==> src/rtl/sync_updown_counter_pkg.sv <==
// sync_updown_counter_pkg
//   Shared constants for the up/down counter slice.
//   OP_* : two-bit operation encodings on the counter's op port.
package sync_updown_counter_pkg;

  localparam logic [1:0] OP_HOLD  = 2'b00;
  localparam logic [1:0] OP_COUNT = 2'b01;
  localparam logic [1:0] OP_LOAD  = 2'b10;
  localparam logic [1:0] OP_CLEAR = 2'b11;

endpackage

==> src/rtl/sync_updown_counter_jk_cell.sv <==
// jk_cell
//   One counter state bit: negative-edge JK flip-flop with synchronous,
//   active-high reset, built around a single D storage element.
//   Ports:
//     clk   : clock, state changes on the falling edge
//     reset : synchronous active-high reset, forces q=0
//     j, k  : JK controls (00 hold, 10 set, 01 clear, 11 toggle)
//     q     : stored bit
module jk_cell (
  input  logic clk,
  input  logic reset,
  input  logic j,
  input  logic k,
  output logic q
);

  // Power-up value keeps the count at 0 before the first edge.
  logic q_r = 1'b0;

  always_ff @(negedge clk) begin
    if (reset) q_r <= 1'b0;
    else       q_r <= (j & ~q_r) | (~k & q_r);
  end

  assign q = q_r;

endmodule

==> src/rtl/sync_updown_counter.sv <==
// sync_updown_counter
//   WIDTH-bit synchronous up/down counter with hold/count/load/clear,
//   built from WIDTH jk_cell bits. All state updates on the falling edge.
//   Optional feature macro: SYNC_UPDOWN_COUNTER_SATURATE_EN
//     defined   : a count at terminal count holds q (saturates), wrap still pulses
//     undefined : counting wraps modulo 2^WIDTH
//   Ports:
//     clk   : clock (negative-edge active)
//     reset : synchronous active-high reset, overrides every op
//     op    : 00 hold, 01 count, 10 load, 11 clear
//     up    : count direction, 1 up / 0 down
//     din   : parallel load value
//     q     : registered count
//     q_    : ~q
//     tc    : combinational terminal count for the current direction
//     wrap  : one-cycle pulse after a count taken at terminal count
module sync_updown_counter
  import sync_updown_counter_pkg::*;
#(
  parameter int WIDTH = 8
) (
  input  logic             clk,
  input  logic             reset,
  input  logic [1:0]       op,
  input  logic             up,
  input  logic [WIDTH-1:0] din,
  output logic [WIDTH-1:0] q,
  output logic [WIDTH-1:0] q_,
  output logic             tc,
  output logic             wrap
);

  logic [WIDTH-1:0] tog_up, tog_dn, tog;
  logic [WIDTH-1:0] j, k;
  logic             count_en, sat_hold;
  logic             wrap_r = 1'b0;

  assign q_       = ~q;
  assign count_en = (op == OP_COUNT);
  assign tc       = up ? (&q) : ~(|q);

`ifdef SYNC_UPDOWN_COUNTER_SATURATE_EN
  // At the end of the range a count freezes the bits instead of rolling over.
  assign sat_hold = count_en & tc;
`else
  assign sat_hold = 1'b0;
`endif

  // Ripple toggle chain: bit i toggles when all lower bits are 1 (up)
  // or all lower bits are 0, i.e. q_ all 1 (down). Bit 0 always toggles.
  genvar i;
  generate
    for (i = 0; i < WIDTH; i++) begin : g_tog
      if (i == 0) begin : g_lsb
        assign tog_up[i] = 1'b1;
        assign tog_dn[i] = 1'b1;
      end else begin : g_upper
        assign tog_up[i] = tog_up[i-1] & q[i-1];
        assign tog_dn[i] = tog_dn[i-1] & q_[i-1];
      end
    end
  endgenerate

  assign tog = up ? tog_up : tog_dn;

  // JK drive per op; default is hold (J=K=0).
  always_comb begin
    j = '0;
    k = '0;
    case (op)
      OP_COUNT: begin
        if (!sat_hold) begin
          j = tog;
          k = tog;
        end
      end
      OP_LOAD: begin
        j = din;
        k = ~din;
      end
      OP_CLEAR: begin
        k = '1;
      end
      default: ;
    endcase
  end

  jk_cell u_bit [WIDTH-1:0] (
    .clk   (clk),
    .reset (reset),
    .j     (j),
    .k     (k),
    .q     (q)
  );

  // wrap marks that the previous edge was a count taken at terminal count.
  always_ff @(negedge clk) begin
    if (reset) wrap_r <= 1'b0;
    else       wrap_r <= count_en & tc;
  end

  assign wrap = wrap_r;

endmodule

==> config.mk <==
export PLATFORM = sky130hd
export DESIGN_NAME = sync_updown_counter
export DESIGN_NICKNAME = d
export VERILOG_FILES = /design/src/rtl/sync_updown_counter_pkg.sv /design/src/rtl/sync_updown_counter_jk_cell.sv /design/src/rtl/sync_updown_counter.sv
export SDC_FILE = /design/constraint.sdc
export NUM_CORES = 1
export LEC_CHECK = 0
export ABC_AREA = 1
export BUFFER_PORTS_ARGS = -buffer_cell sky130_fd_sc_hd__clkbuf_2
export CAP_MARGIN = 25
export CORE_UTILIZATION = 51
export CTS_BUF_LIST = sky130_fd_sc_hd__clkbuf_4
export DETAILED_ROUTE_END_ITERATION = 12
export PLACE_DENSITY = 0.89
export SETUP_SLACK_MARGIN = 0.4
export SYNTH_ARGS = -nofsm -noshare
export SYNTH_HDL_FRONTEND = slang
export SYNTH_SLANG_ARGS = --single-unit
==> constraint.sdc <==
create_clock -name clk -period 2.07 [get_ports clk]
set_clock_uncertainty 0.15 [all_clocks]
set_input_delay 0.621 -clock clk [delete_from_list [all_inputs] [get_ports clk]]
set_output_delay 0.621 -clock clk [all_outputs]
set_load 0.03 [all_outputs]
==> out/qor.csv, run 1 <==
stage,metric,value,unit
logic_synthesis,ys_async_sr_fraction,0,%
logic_synthesis,syn_nets,151,
status,error_line,"[ERROR DPL-0038] Utilization greater than 100%, impossible to legalize",
status,status,did not finish,
clock_tree,cts_buffers,3,
logic_synthesis,synth_warnings,0,
clock_tree,root_buffer,clkbuf_4,
logic_synthesis,yosysSeqAreaShare,21.1,%
logic_synthesis,synth-edff-count,0,
logic_synthesis,synth_area,853,um2
logic_synthesis,ys_ff_latch,9,
place,portBuffers,30,
place,hpwl,1960,um
logic_synthesis,synth.top_cells.by_count,"nand2_1, inv_1, nor2_1",
die,fp-row-count,14,
logic_synthesis,yosys.area_share.simple,35.0,%
clock_tree,htreeDepth,1,
clock_tree,post_cts_resized,78,
logic_synthesis,synth.most_common_cell,nand2_1,
clock_tree,cts_buffer_depth,2,
logic_synthesis,synthMuxAreaShare,0,%
logic_synthesis,yosysTopAreaCell,dfxtp_1,
logic_synthesis,yosysTopAreaCellShare,21.1,%
logic_synthesis,synth_xor_xnor_area_share,0,%
place,gp_congestion,0.876,
status,haltStage,clock tree synthesis,
logic_synthesis,synth_compound_area_share,18.8,%
logic_synthesis,synth.distinct_cells,22,
die,initial_core_util,55.4,%
logic_synthesis,synth_top_family_by_area,simple AND/OR/NAND/NOR gates,
logic_synthesis,synth.top_cells.by_area,"dfxtp_1, nand2_1, buf_4",
clock_tree,postCtsHoldBufs,0,
clock_tree,cts.sinks,9,
die,die_w,42.9,um
die,die_y,42.9,um
die,ioPinCount,31,
logic_synthesis,synthAdderAreaFrac,5.87,%
logic_synthesis,synth.avg_cell_area,6.37,um2
logic_synthesis,ys.flop_type,dfxtp_1,
logic_synthesis,netlist_instances,134,
clock_tree,postCtsSetupBuffers,14,
## kinds of logic after synthesis
| kind of cell | count (synthesis) |
|---|---|
| AOI/OAI and AO/OA | 24 |
| adders and majority gates | 4 |
| buffers and inverters | 29 |
| DFF | 9 |
| and+or+nand+nor | 68 |
## through the flow
step                      instances  setup WS [ns]  instance area, um2  utilization [%]
after floorplan                 134         -0.737                1020                -
after global placement          187         -0.866                1200             77.8
after detailed placement        187         -0.913                1200             77.8
==> run 2: changes to the inputs <==
--- a/config.mk
+++ b/config.mk
@@ -8,11 +8,10 @@
 export ABC_AREA = 1
 export BUFFER_PORTS_ARGS = -buffer_cell sky130_fd_sc_hd__clkbuf_2
 export CAP_MARGIN = 25
-export CORE_UTILIZATION = 51
-export CTS_BUF_LIST = sky130_fd_sc_hd__clkbuf_4
+export CORE_AREA = 2 2 63 65
 export DETAILED_ROUTE_END_ITERATION = 12
-export PLACE_DENSITY = 0.89
-export SETUP_SLACK_MARGIN = 0.4
+export DIE_AREA = 0 0 65 67
+export PLACE_DENSITY_LB_ADDON = 0.15
 export SYNTH_ARGS = -nofsm -noshare
 export SYNTH_HDL_FRONTEND = slang
 export SYNTH_SLANG_ARGS = --single-unit
==> run 2 against run 1 <==
Against the previous run: the flow now finishes, with violations (negative setup slack); synthesized cell count is the same; synthesized area unchanged.
==> out/qor.csv, run 2 <==
stage,metric,value,unit,change
run,max_cap_violations,0,,
layout,final_common_cell,nand2_1,,
global_route,grtUsageMet3,2.87,%,
logic_synthesis,synth.top_cells.by_area,"dfxtp_1, nand2_1, buf_4",,
die,ioPinCount,31,,unchanged
layout,largest_reg_flops,8,,
die,dieArea,0.00436,mm2,
logic_synthesis,synth.distinct_cells,22,,unchanged
layout,drive_above_1_share,62.7,%,
place,hpwl,2170,um,+11%
timing,whs,0.447,ns,
layout,areaGrowthSynthToFinish,126,%,
logic_synthesis,yosysTopAreaCellShare,21.1,%,unchanged
die,fp-row-count,22,,+8
power,power_density,500,mW/mm2,
setup_path,criticalPathCategory,flop to primary output,,
setup_path,crit_cells,6,,
logic_synthesis,synth_area,853,um2,unchanged
setup_path,cp_num_buf_inv,1,,
setup_path,ff2ff_path_depth,10,,
timing,slew_headroom,84.1,%,
die,die_w,65,um,+51%
route,drt_pass1_iterations,4,,
layout,layout_common_cells,"nand2_1, buf_4, buf_8",,
logic_synthesis,synth.top_cells.by_count,"nand2_1, inv_1, nor2_1",,
route,routed_via_density,4.47,,
timing,slew_violations,0,,
clock_tree,clk_latency,0.31,ns,
logic_synthesis,synth_warnings,0,,unchanged
global_route,grt-busiest-layer,met2,,
power,power,0.000963,W,
timing,setup_viol,27,,
setup_path,path_cells,nor2_4 -> nand2_2 -> nor2_4 -> nand3_4 -> o22ai_4 -> buf_8,,
worst_hold_path,hold_class,flop to flop,,
route,drc_errors,0,,
global_route,gr-usage-met2,27.3,%,
global_route,grt-ovfl-total,0,,
clock_tree,cts_tree,built,,
setup_path,crit_end,tc,,
die,core_area,0.00361,mm2,
clock_tree,cts.clk_slew.worst_paths,0.05,ns,
route,wire_per_inst,12.8,um,
global_route,grt.total_usage,15.6,%,
logic_synthesis,synth-edff-count,0,,unchanged
power,total_leakage_power,0.939,nW,
setup_path,r2r-start,u_bit[2].q,,
logic_synthesis,ys.flop_type,dfxtp_1,,
layout,multi_input_area,648,um2,
status,violations,negative setup slack,,
route,drtIter0Drc,38,,
place,portBuffers,30,,unchanged
setup_path,startpoint_type,flop,,
die,die_y,67,um,+56%
setup_path,r2r_end,u_bit[3].q,,
logic_synthesis,netlist_instances,134,,unchanged
timing,tightest_slew,0.238,ns,
setup_path,slowest_stage,dfxtp_4,,
logic_synthesis,synth.most_common_cell,nand2_1,,
global_route,use_met1,18.0,%,
layout,seq_area,214,um2,
layout,nFillCells,337,,
layout,final_area,0.00193,mm2,
layout,final_util,53.4,%,
logic_synthesis,ys_async_sr_fraction,0,%,unchanged
setup_path,end_kind,primary output,,
timing,final-hold-violation-count,0,,
setup_path,crit_start,u_bit[3].q,,
logic_synthesis,ys_ff_latch,9,,unchanged
global_route,grt_antenna_before_repair,0,,
setup_path,r2r_slack,0.39,ns,
die,initial_core_util,23.7,%,-32 points
setup_path,crit_top_cell,nor2_4,,
setup_path,critPathTopFamily,simple AND/OR/NAND/NOR gates,,
global_route,grt_pass1_wl,5090,um,
layout,nets,230,,
timing,setup_ws,-1.14,ns,
global_route,grt_pass1_vias,1135,,
route,ant_nets,0,,
setup_path,max_stage_delay,0.36,ns,
place,place_area,0.00133,mm2,+11%
clock_tree,cts_buffer_depth,2,,unchanged
timing,rsz0062_at_grt,yes,,
setup_path,critPathRequiredTime,1.30,ns,
setup_path,critPathMaxFanout,3,,
status,status,"complete, but fails checks",,
route,routed_wl,3330,um,
clock_tree,cts_buffers,3,,unchanged
power,ir_drop,0.183,mV,
route,vias,1163,,
place,gp_congestion,0.850,,-3.0%
layout,n_antenna_cell,0,,
setup_path,critPathArrivalTime,2.44,ns,
logic_synthesis,yosysSeqAreaShare,21.1,%,unchanged
logic_synthesis,syn_nets,151,,unchanged
timing,setup_tns,-16.02,ns,
clock_tree,cts.sinks,9,,unchanged
logic_synthesis,synth.avg_cell_area,6.37,um2,unchanged
clock_tree,htreeDepth,1,,unchanged
clock_tree,root_buffer,clkbuf_8,,
global_route,grt_max_degree,9,,
logic_synthesis,yosysTopAreaCell,dfxtp_1,,
[run 2: cell counts after synthesis]
Identical to the previous run, type by type.
[run 2: cell type report]
class / count / share of cell area [%]
Multi-Input combinational cell: 96 / 33.6
Inverter: 16 / 5.91
Sequential cell: 9 / 11.1
Timing Repair Buffer: 78 / 42.1
Tap cell: 48 / 3.12
Clock buffer: 3 / 2.14
Clock inverter: 10 / 1.95
[run 2: worst min-delay path, cell delays in order, from the launching register on]
cell and delay [ns]:
dfxtp_4 0.36, buf_4 0.11, a21oi_1 0.03, nor2_1 0.06
[run 2: power breakdown]
part	internal (W)	switching [W]
sequential	0.000184	0.0000189
combinational	0.000251	0.000229
clock	0.000154	0.000126
[run 2: cells by family (layout without fill, tap and decap cells)]
family / count (synthesis) / count (layout) / share of synthesized area [%]
and+or+nand+nor: 68 / 68 / 35.0
buffers and inverters: 29 / 107 / 19.2
AOI/OAI and AO/OA: 24 / 24 / 18.8
DFF: 9 / 9 / 21.1
adders and majority gates: 4 / 4 / 5.87
[run 2: repair_timing]
item,in CTS,in global routing
endpoints found under the setup margin,27,27
setup buffers,11,12
gates resized for setup,65,46
hold buffers,0,0
pin swaps,14,14
[run 2: worst min path at each step]
stage,start,endpoint,cells past startpoint
final,u_bit[5].q,u_bit[5].q,3
after global routing,u_bit[7].q,u_bit[7].q,3
after CTS,u_bit[7].q,u_bit[7].q,2
after detailed placement,u_bit[7].q,u_bit[7].q,2
after global placement,u_bit[7].q,u_bit[7].q,2
after floorplan,u_bit[1].q,u_bit[1].q,1
[run 2: routing by layer]
metal / wire, um / up-vias
met5: 0 / -
met4: 45 / 0
met3: 158 / 4
met2: 1800 / 38
met1: 1330 / 535
li1: - / 586
[run 2: metrics by stage]
| stage | cells | setup WS (ns) |
|---|---|---|
| floorplan | 134 | -0.737 |
| global placement | 228 | -0.876 |
| detailed placement | 228 | -0.884 |
| CTS | 251 | -1.13 |
| global route | 260 | -1.24 |
| finish | 260 | -1.14 |
Power figures use the tool's default switching activity.
==> run 3: changes to the inputs <==
--- a/config.mk
+++ b/config.mk
@@ -5,7 +5,6 @@
 export SDC_FILE = /design/constraint.sdc
 export NUM_CORES = 1
 export LEC_CHECK = 0
-export ABC_AREA = 1
 export BUFFER_PORTS_ARGS = -buffer_cell sky130_fd_sc_hd__clkbuf_2
 export CAP_MARGIN = 25
 export CORE_AREA = 2 2 63 65
==> run 3 against run 2 <==
Against the previous run: the run still ends with negative setup slack left; critical endpoint unchanged; critical path depth fell by 2; count of clock-buffer cells in the layout did not move; via count rose by 3.5%; highest routed layer unchanged; flip-flop and latch count did not move; sequential share of layout area decreased by 0.85 points.
==> out/qor.csv, run 3 <==
stage,metric,value,unit,change
place,portBuffers,30,,unchanged
layout,final_common_cell,buf_4,,
route,drt_pass1_iterations,4,,unchanged
layout,seq_area,209,um2,-2.3%
setup_path,max_stage_delay,0.54,ns,+0.18 ns
layout,multi_input_area,693,um2,+6.9%
setup_path,cp_num_buf_inv,1,,unchanged
route,vias,1204,,+3.5%
run,max_cap_violations,0,,unchanged
die,fp-row-count,22,,unchanged
route,drtIter0Drc,36,,-5.3%
layout,nets,224,,-2.6%
clock_tree,cts_buffers,3,,unchanged
setup_path,criticalPathCategory,flop to primary output,,
logic_synthesis,synth.top_cells.by_area,"dfxtp_1, buf_4, inv_1",,
logic_synthesis,synth.top_cells.by_count,"inv_1, a21oi_1, dfxtp_1",,
die,die_w,65,um,unchanged
status,violations,negative setup slack,,
logic_synthesis,yosysTopAreaCellShare,20.3,%,-0.80 points
worst_hold_path,hold_class,flop to flop,,
power,p_int,0.000735,W,+25%
setup_path,path_cells,or4_4 -> nor2_4 -> a41o_4 -> buf_8,,
power,total_leakage_power,0.935,nW,-0.47%
power,sw_frac_of_total,32.9,%,-6.0 points
global_route,grt_max_degree,11,,+2
place,hpwl,2310,um,+6.5%
route,wire_per_inst,13.1,um,+2.3%
power,clockPowerShare,37.1,%,+8.1 points
logic_synthesis,ys_ff_latch,9,,unchanged
route,drc_errors,0,,unchanged
clock_tree,postCtsHoldBufs,0,,unchanged
die,dieArea,0.00436,mm2,unchanged
logic_synthesis,synth_warnings,0,,unchanged
timing,slew_headroom,75.1,%,-9.0 points
setup_path,critPathArrivalTime,2.64,ns,+0.20 ns
global_route,grt_pass1_vias,1211,,+6.7%
place,place_area,0.00145,mm2,+8.9%
logic_synthesis,synth_area,887,um2,+4.0%
route,routed_wl,3320,um,about the same
clock_tree,cts.sinks,9,,unchanged
die,initial_core_util,24.6,%,+0.94 points
logic_synthesis,synth-edff-count,0,,unchanged
power,ir_drop,0.218,mV,+19%
setup_path,critPathMaxFanout,2,,-1
clock_tree,cts_buffer_depth,2,,unchanged
die,core_area,0.00361,mm2,unchanged
logic_synthesis,yosysSeqAreaShare,20.3,%,-0.80 points
power,power,0.00110,W,+14%
layout,areaGrowthSynthToFinish,130,%,
die,die_y,67,um,unchanged
logic_synthesis,synth.avg_cell_area,7.39,um2,+16%
global_route,grt.total_usage,15.9,%,+0.27 points
layout,instances_no_fill,254,,-2.3%
clock_tree,root_buffer,clkbuf_8,,
global_route,grt-ovfl-total,0,,unchanged
logic_synthesis,synth.distinct_cells,43,,+95%
setup_path,end_kind,primary output,,
layout,nFillCells,335,,-0.59%
setup_path,critPathRequiredTime,1.30,ns,about the same
timing,final-hold-violation-count,0,,unchanged
logic_synthesis,syn_nets,137,,-9.3%
clock_tree,htreeDepth,1,,unchanged
logic_synthesis,netlist_instances,120,,-10%
timing,setup_ws,-1.34,ns,-0.200 ns
clock_tree,cts_tree,built,,
die,ioPinCount,31,,unchanged
place,gp_congestion,0.819,,-3.6%
layout,largest_reg_flops,8,,unchanged
timing,slew_violations,0,,unchanged
setup_path,startpoint_type,flop,,
clock_tree,cts.clk_slew.worst_paths,0.03,ns,-0.02 ns
logic_synthesis,ys.flop_type,dfxtp_1,,
logic_synthesis,synth.most_common_cell,inv_1,,
layout,final_area,0.00204,mm2,+5.8%
power,p_switching,0.000360,W,-3.8%
route,ant_nets,0,,unchanged
timing,rsz0062_at_grt,yes,,
power,power_density,537,mW/mm2,+7.5%
setup_path,critPathTopFamily,simple AND/OR/NAND/NOR gates,,
global_route,grt_antenna_before_repair,0,,unchanged
place,dp_cells,225,,-1.3%
power,pwr-share-comb,45.1,%,-4.7 points
clock_tree,clk_latency,0.31,ns,about the same
logic_synthesis,ys_async_sr_fraction,0,%,unchanged
timing,setup_viol,27,,unchanged
layout,n_antenna_cell,0,,unchanged
timing,setup_tns,-19.88,ns,-3.86 ns
setup_path,slowest_stage,or4_4,,
route,routed_via_density,4.74,,+6.0%
power,pwr-share-seq,17.8,%,-3.3 points
layout,drive_above_1_share,63.1,%,+0.37 points
global_route,grt_pass1_wl,5310,um,+4.5%
status,status,"complete, but fails checks",,
logic_synthesis,yosysTopAreaCell,dfxtp_1,,
layout,layout_common_cells,"buf_4, buf_8, buf_6",,
timing,tightest_slew,0.370,ns,+0.132 ns
## run 3: worst min-delay path, cell delays in order (launching register included)
cell and delay [ns]:
dfxtp_2 0.31, buf_4 0.15, o21ai_1 0.07, a21oi_1 0.06
## run 3: logic make-up (layout without fill, tap and decap cells)
group | Yosys count | in the layout | share of synthesized area [%]
AND/OR/NAND/NOR | 42 | 42 | 29.8
AO/OA/AOI/OAI | 34 | 34 | 25.7
XOR/XNOR | 1 | 1 | 0.987
flip-flops | 9 | 9 | 20.3
adder cells (fa/ha/maj) | 4 | 4 | 5.64
buffers and inverters | 28 | 114 | 15.4
multiplexers | 2 | 2 | 2.26
## run 3: final cells by class
cell class	instances	area share, %
Clock inverter	10	3.13
Multi-Input combinational cell	83	34.0
Timing Repair Buffer	87	42.6
Clock buffer	3	2.03
Tap cell	48	2.95
Sequential cell	9	10.3
Inverter	14	5.03
## run 3: power by group through the flow
stage / Sequential [W] / Clock [W] / Combinational [W]
6_report: 0.000195 / 0.000407 / 0.000494
5_1_grt: 0.000196 / 0.000442 / 0.000524
4_1_cts: 0.000193 / 0.000420 / 0.000446
3_5_place_dp: 0.000193 / 0.0000295 / 0.000345
3_3_place_gp: 0.000193 / 0.0000295 / 0.000344
2_1_floorplan: 0.000212 / 0.0000295 / 0.000209
## run 3: worst paths after layout
kind	start	to	slack (ns)	cells past startpoint
worst max register to register	u_bit[1].q	u_bit[7].q	0.13	6
worst min register to register	u_bit[1].q	u_bit[1].q	0.49	3
worst min-delay path	u_bit[1].q	u_bit[1].q	0.49	3
worst max-delay path	u_bit[1].q	tc	-1.34	4
## run 3: timing repair
action	in CTS	in global routing
pin swaps	7	7
buffers inserted	10	11
endpoints found under the setup margin	27	27
hold endpoints to repair	0	0
gates resized for setup	67	33
## run 3: routing by layer
metal	global-route usage [%]	up-vias	wire, um
li1	-	598	-
met1	18.3	565	1340
met2	27.2	35	1780
met3	4.05	6	145
met4	7.71	0	54
met5	0	-	0
## run 3: stage by stage
step                hold WS (ns)  util (%)  setup slack, ns
floorplan                  0.335         -            -1.02
global placement           0.463      40.2            -1.16
detailed placement         0.462      40.2            -1.18
CTS                        0.477      53.3            -1.39
global route               0.530      56.5            -1.38
finish                     0.489      56.5            -1.34
==> run 4: changes to the inputs <==
--- a/config.mk
+++ b/config.mk
@@ -10,7 +10,6 @@
 export CORE_AREA = 2 2 63 65
 export DETAILED_ROUTE_END_ITERATION = 12
 export DIE_AREA = 0 0 65 67
-export PLACE_DENSITY_LB_ADDON = 0.15
 export SYNTH_ARGS = -nofsm -noshare
 export SYNTH_HDL_FRONTEND = slang
 export SYNTH_SLANG_ARGS = --single-unit
==> run 4 against run 3 <==
Against the previous run: the run still ends with negative setup slack left; worst hold slack worse by 0.0028 ns; design area increased by 3.5%; die area did not move; sequential share of layout area shrank 0.35 points; critical path type unchanged; highest routed layer unchanged.
==> out/qor.csv, run 4 (synthesis results as in run 3) <==
stage,metric,value,unit,change
layout,areaGrowthSynthToFinish,138,%,
layout,n_antenna_cell,0,,unchanged
power,ir_drop,0.214,mV,-1.5%
timing,final-hold-violation-count,0,,unchanged
place,portBuffers,30,,unchanged
timing,slew_headroom,73.0,%,-2.1 points
layout,multi_input_area,707,um2,+2.0%
global_route,grt_pass1_vias,1267,,+4.6%
clock_tree,cts_buffers,3,,unchanged
route,ant_nets,0,,unchanged
setup_path,critPathRequiredTime,1.30,ns,about the same
route,wire_per_inst,13.2,um,+1.1%
clock_tree,cts_tree,built,,
clock_tree,clk_latency,0.31,ns,about the same
setup_path,startpoint_type,flop,,
layout,final_common_cell,buf_4,,
layout,seq_area,209,um2,unchanged
global_route,grt_pass1_wl,5540,um,+4.3%
setup_path,criticalPathCategory,flop to primary output,,
power,power,0.000992,W,-9.4%
die,die_y,67,um,unchanged
clock_tree,root_buffer,clkbuf_8,,
power,power_density,470,mW/mm2,-12%
die,die_w,65,um,unchanged
setup_path,critPathArrivalTime,2.62,ns,-0.02 ns
layout,layout_common_cells,"buf_4, buf_6, buf_8",,
route,drt_pass1_iterations,4,,unchanged
die,initial_core_util,24.6,%,unchanged
global_route,grt_antenna_before_repair,0,,unchanged
clock_tree,htreeDepth,1,,unchanged
timing,tightest_slew,0.401,ns,+0.0315 ns
route,vias,1265,,+5.1%
layout,final_util,58.5,%,+2.0 points
layout,largest_reg_flops,8,,unchanged
layout,nFillCells,308,,-8.1%
die,core_area,0.00361,mm2,unchanged
timing,slew_violations,0,,unchanged
clock_tree,cts.clk_slew.worst_paths,0.03,ns,about the same
place,hpwl,2390,um,+3.3%
die,fp-row-count,22,,unchanged
die,dieArea,0.00436,mm2,unchanged
layout,drive_above_1_share,65.0,%,+1.8 points
die,ioPinCount,31,,unchanged
clock_tree,postCtsHoldBufs,0,,unchanged
timing,rsz0062_at_grt,yes,,
clock_tree,cts.sinks,9,,unchanged
worst_hold_path,hold_class,flop to flop,,
power,total_leakage_power,0.969,nW,+3.6%
run,max_cap_violations,0,,unchanged
timing,setup_viol,27,,unchanged
timing,setup_ws,-1.32,ns,+0.0220 ns
route,drtIter0Drc,47,,+31%
layout,nets,232,,+3.6%
route,drc_errors,0,,unchanged
global_route,grt_max_degree,10,,-1
place,gp_congestion,0.916,,+12%
route,routed_via_density,4.83,,+1.9%
clock_tree,cts_buffer_depth,2,,unchanged
setup_path,end_kind,primary output,,
global_route,grt.total_usage,16.6,%,+0.73 points
status,status,"complete, but fails checks",,
status,violations,negative setup slack,,
global_route,grt-ovfl-total,0,,unchanged
route,routed_wl,3470,um,+4.3%
setup_path,critPathMaxFanout,2,,unchanged
==> run 4: metrics by stage <==
step                TNS (ns)  instances  worst slack (ns)  hold WS, ns  instance area [um2]
floorplan             -12.09        120             -1.02        0.335                 1070
global placement      -18.04        228             -1.16        0.463                 1470
detailed placement    -18.23        228             -1.18        0.464                 1470
CTS                   -19.91        250             -1.39        0.477                 1940
global route          -21.23        262             -1.37        0.519                 2110
finish                -20.17        262             -1.32        0.487                 2110
==> run 4: power breakdown <==
group / switching (W) / internal (W) / leakage [nW] / total (W)
logic: 0.000235 / 0.000289 / 0.814 / 0.000524
registers: 0.00000873 / 0.000185 / 0.0795 / 0.000194
clock network: 0.000121 / 0.000154 / 0.0748 / 0.000274
==> run 4: final timing paths <==
kind,startpoint,endpoint,slack [ns],depth (start not counted)
worst max-delay path,u_bit[1].q,tc,-1.32,4
worst min register to register,u_bit[1].q,u_bit[1].q,0.49,3
worst min-delay path,u_bit[1].q,u_bit[1].q,0.49,3
worst max register to register,u_bit[1].q,u_bit[7].q,0.16,6
==> run 4: timing repair <==
item                                    4_1_cts  5_1_grt
pin swaps                                     7       10
endpoints found under the setup margin       27       27
resized for setup                            76       38
setup buffers                                10       16
==> run 4: final cells by class <==
type / count / area share, %
clock buffers: 3 / 1.96
clock inverters: 10 / 1.78
inverters: 14 / 5.10
multi-input cells: 83 / 33.5
flip-flops and latches: 9 / 9.91
well taps: 48 / 2.85
repair buffers: 95 / 44.9
==> run 4: critical path, stage by stage, from the launching register on <==
cell and delay (ns):
dfxtp_2 0.31, or4_4 0.53, nor2_4 0.11, a41o_4 0.21
buf_8 0.12
==> run 4: metal layers <==
metal	GRT usage (%)	vias up	routed length, um	part of all wire, %
met5	0	-	0	0
met4	9.04	0	40	1.2
met3	3.21	4	187	5.4
met2	30.8	48	1880	54
met1	17.6	596	1360	39
li1	-	617	-	-
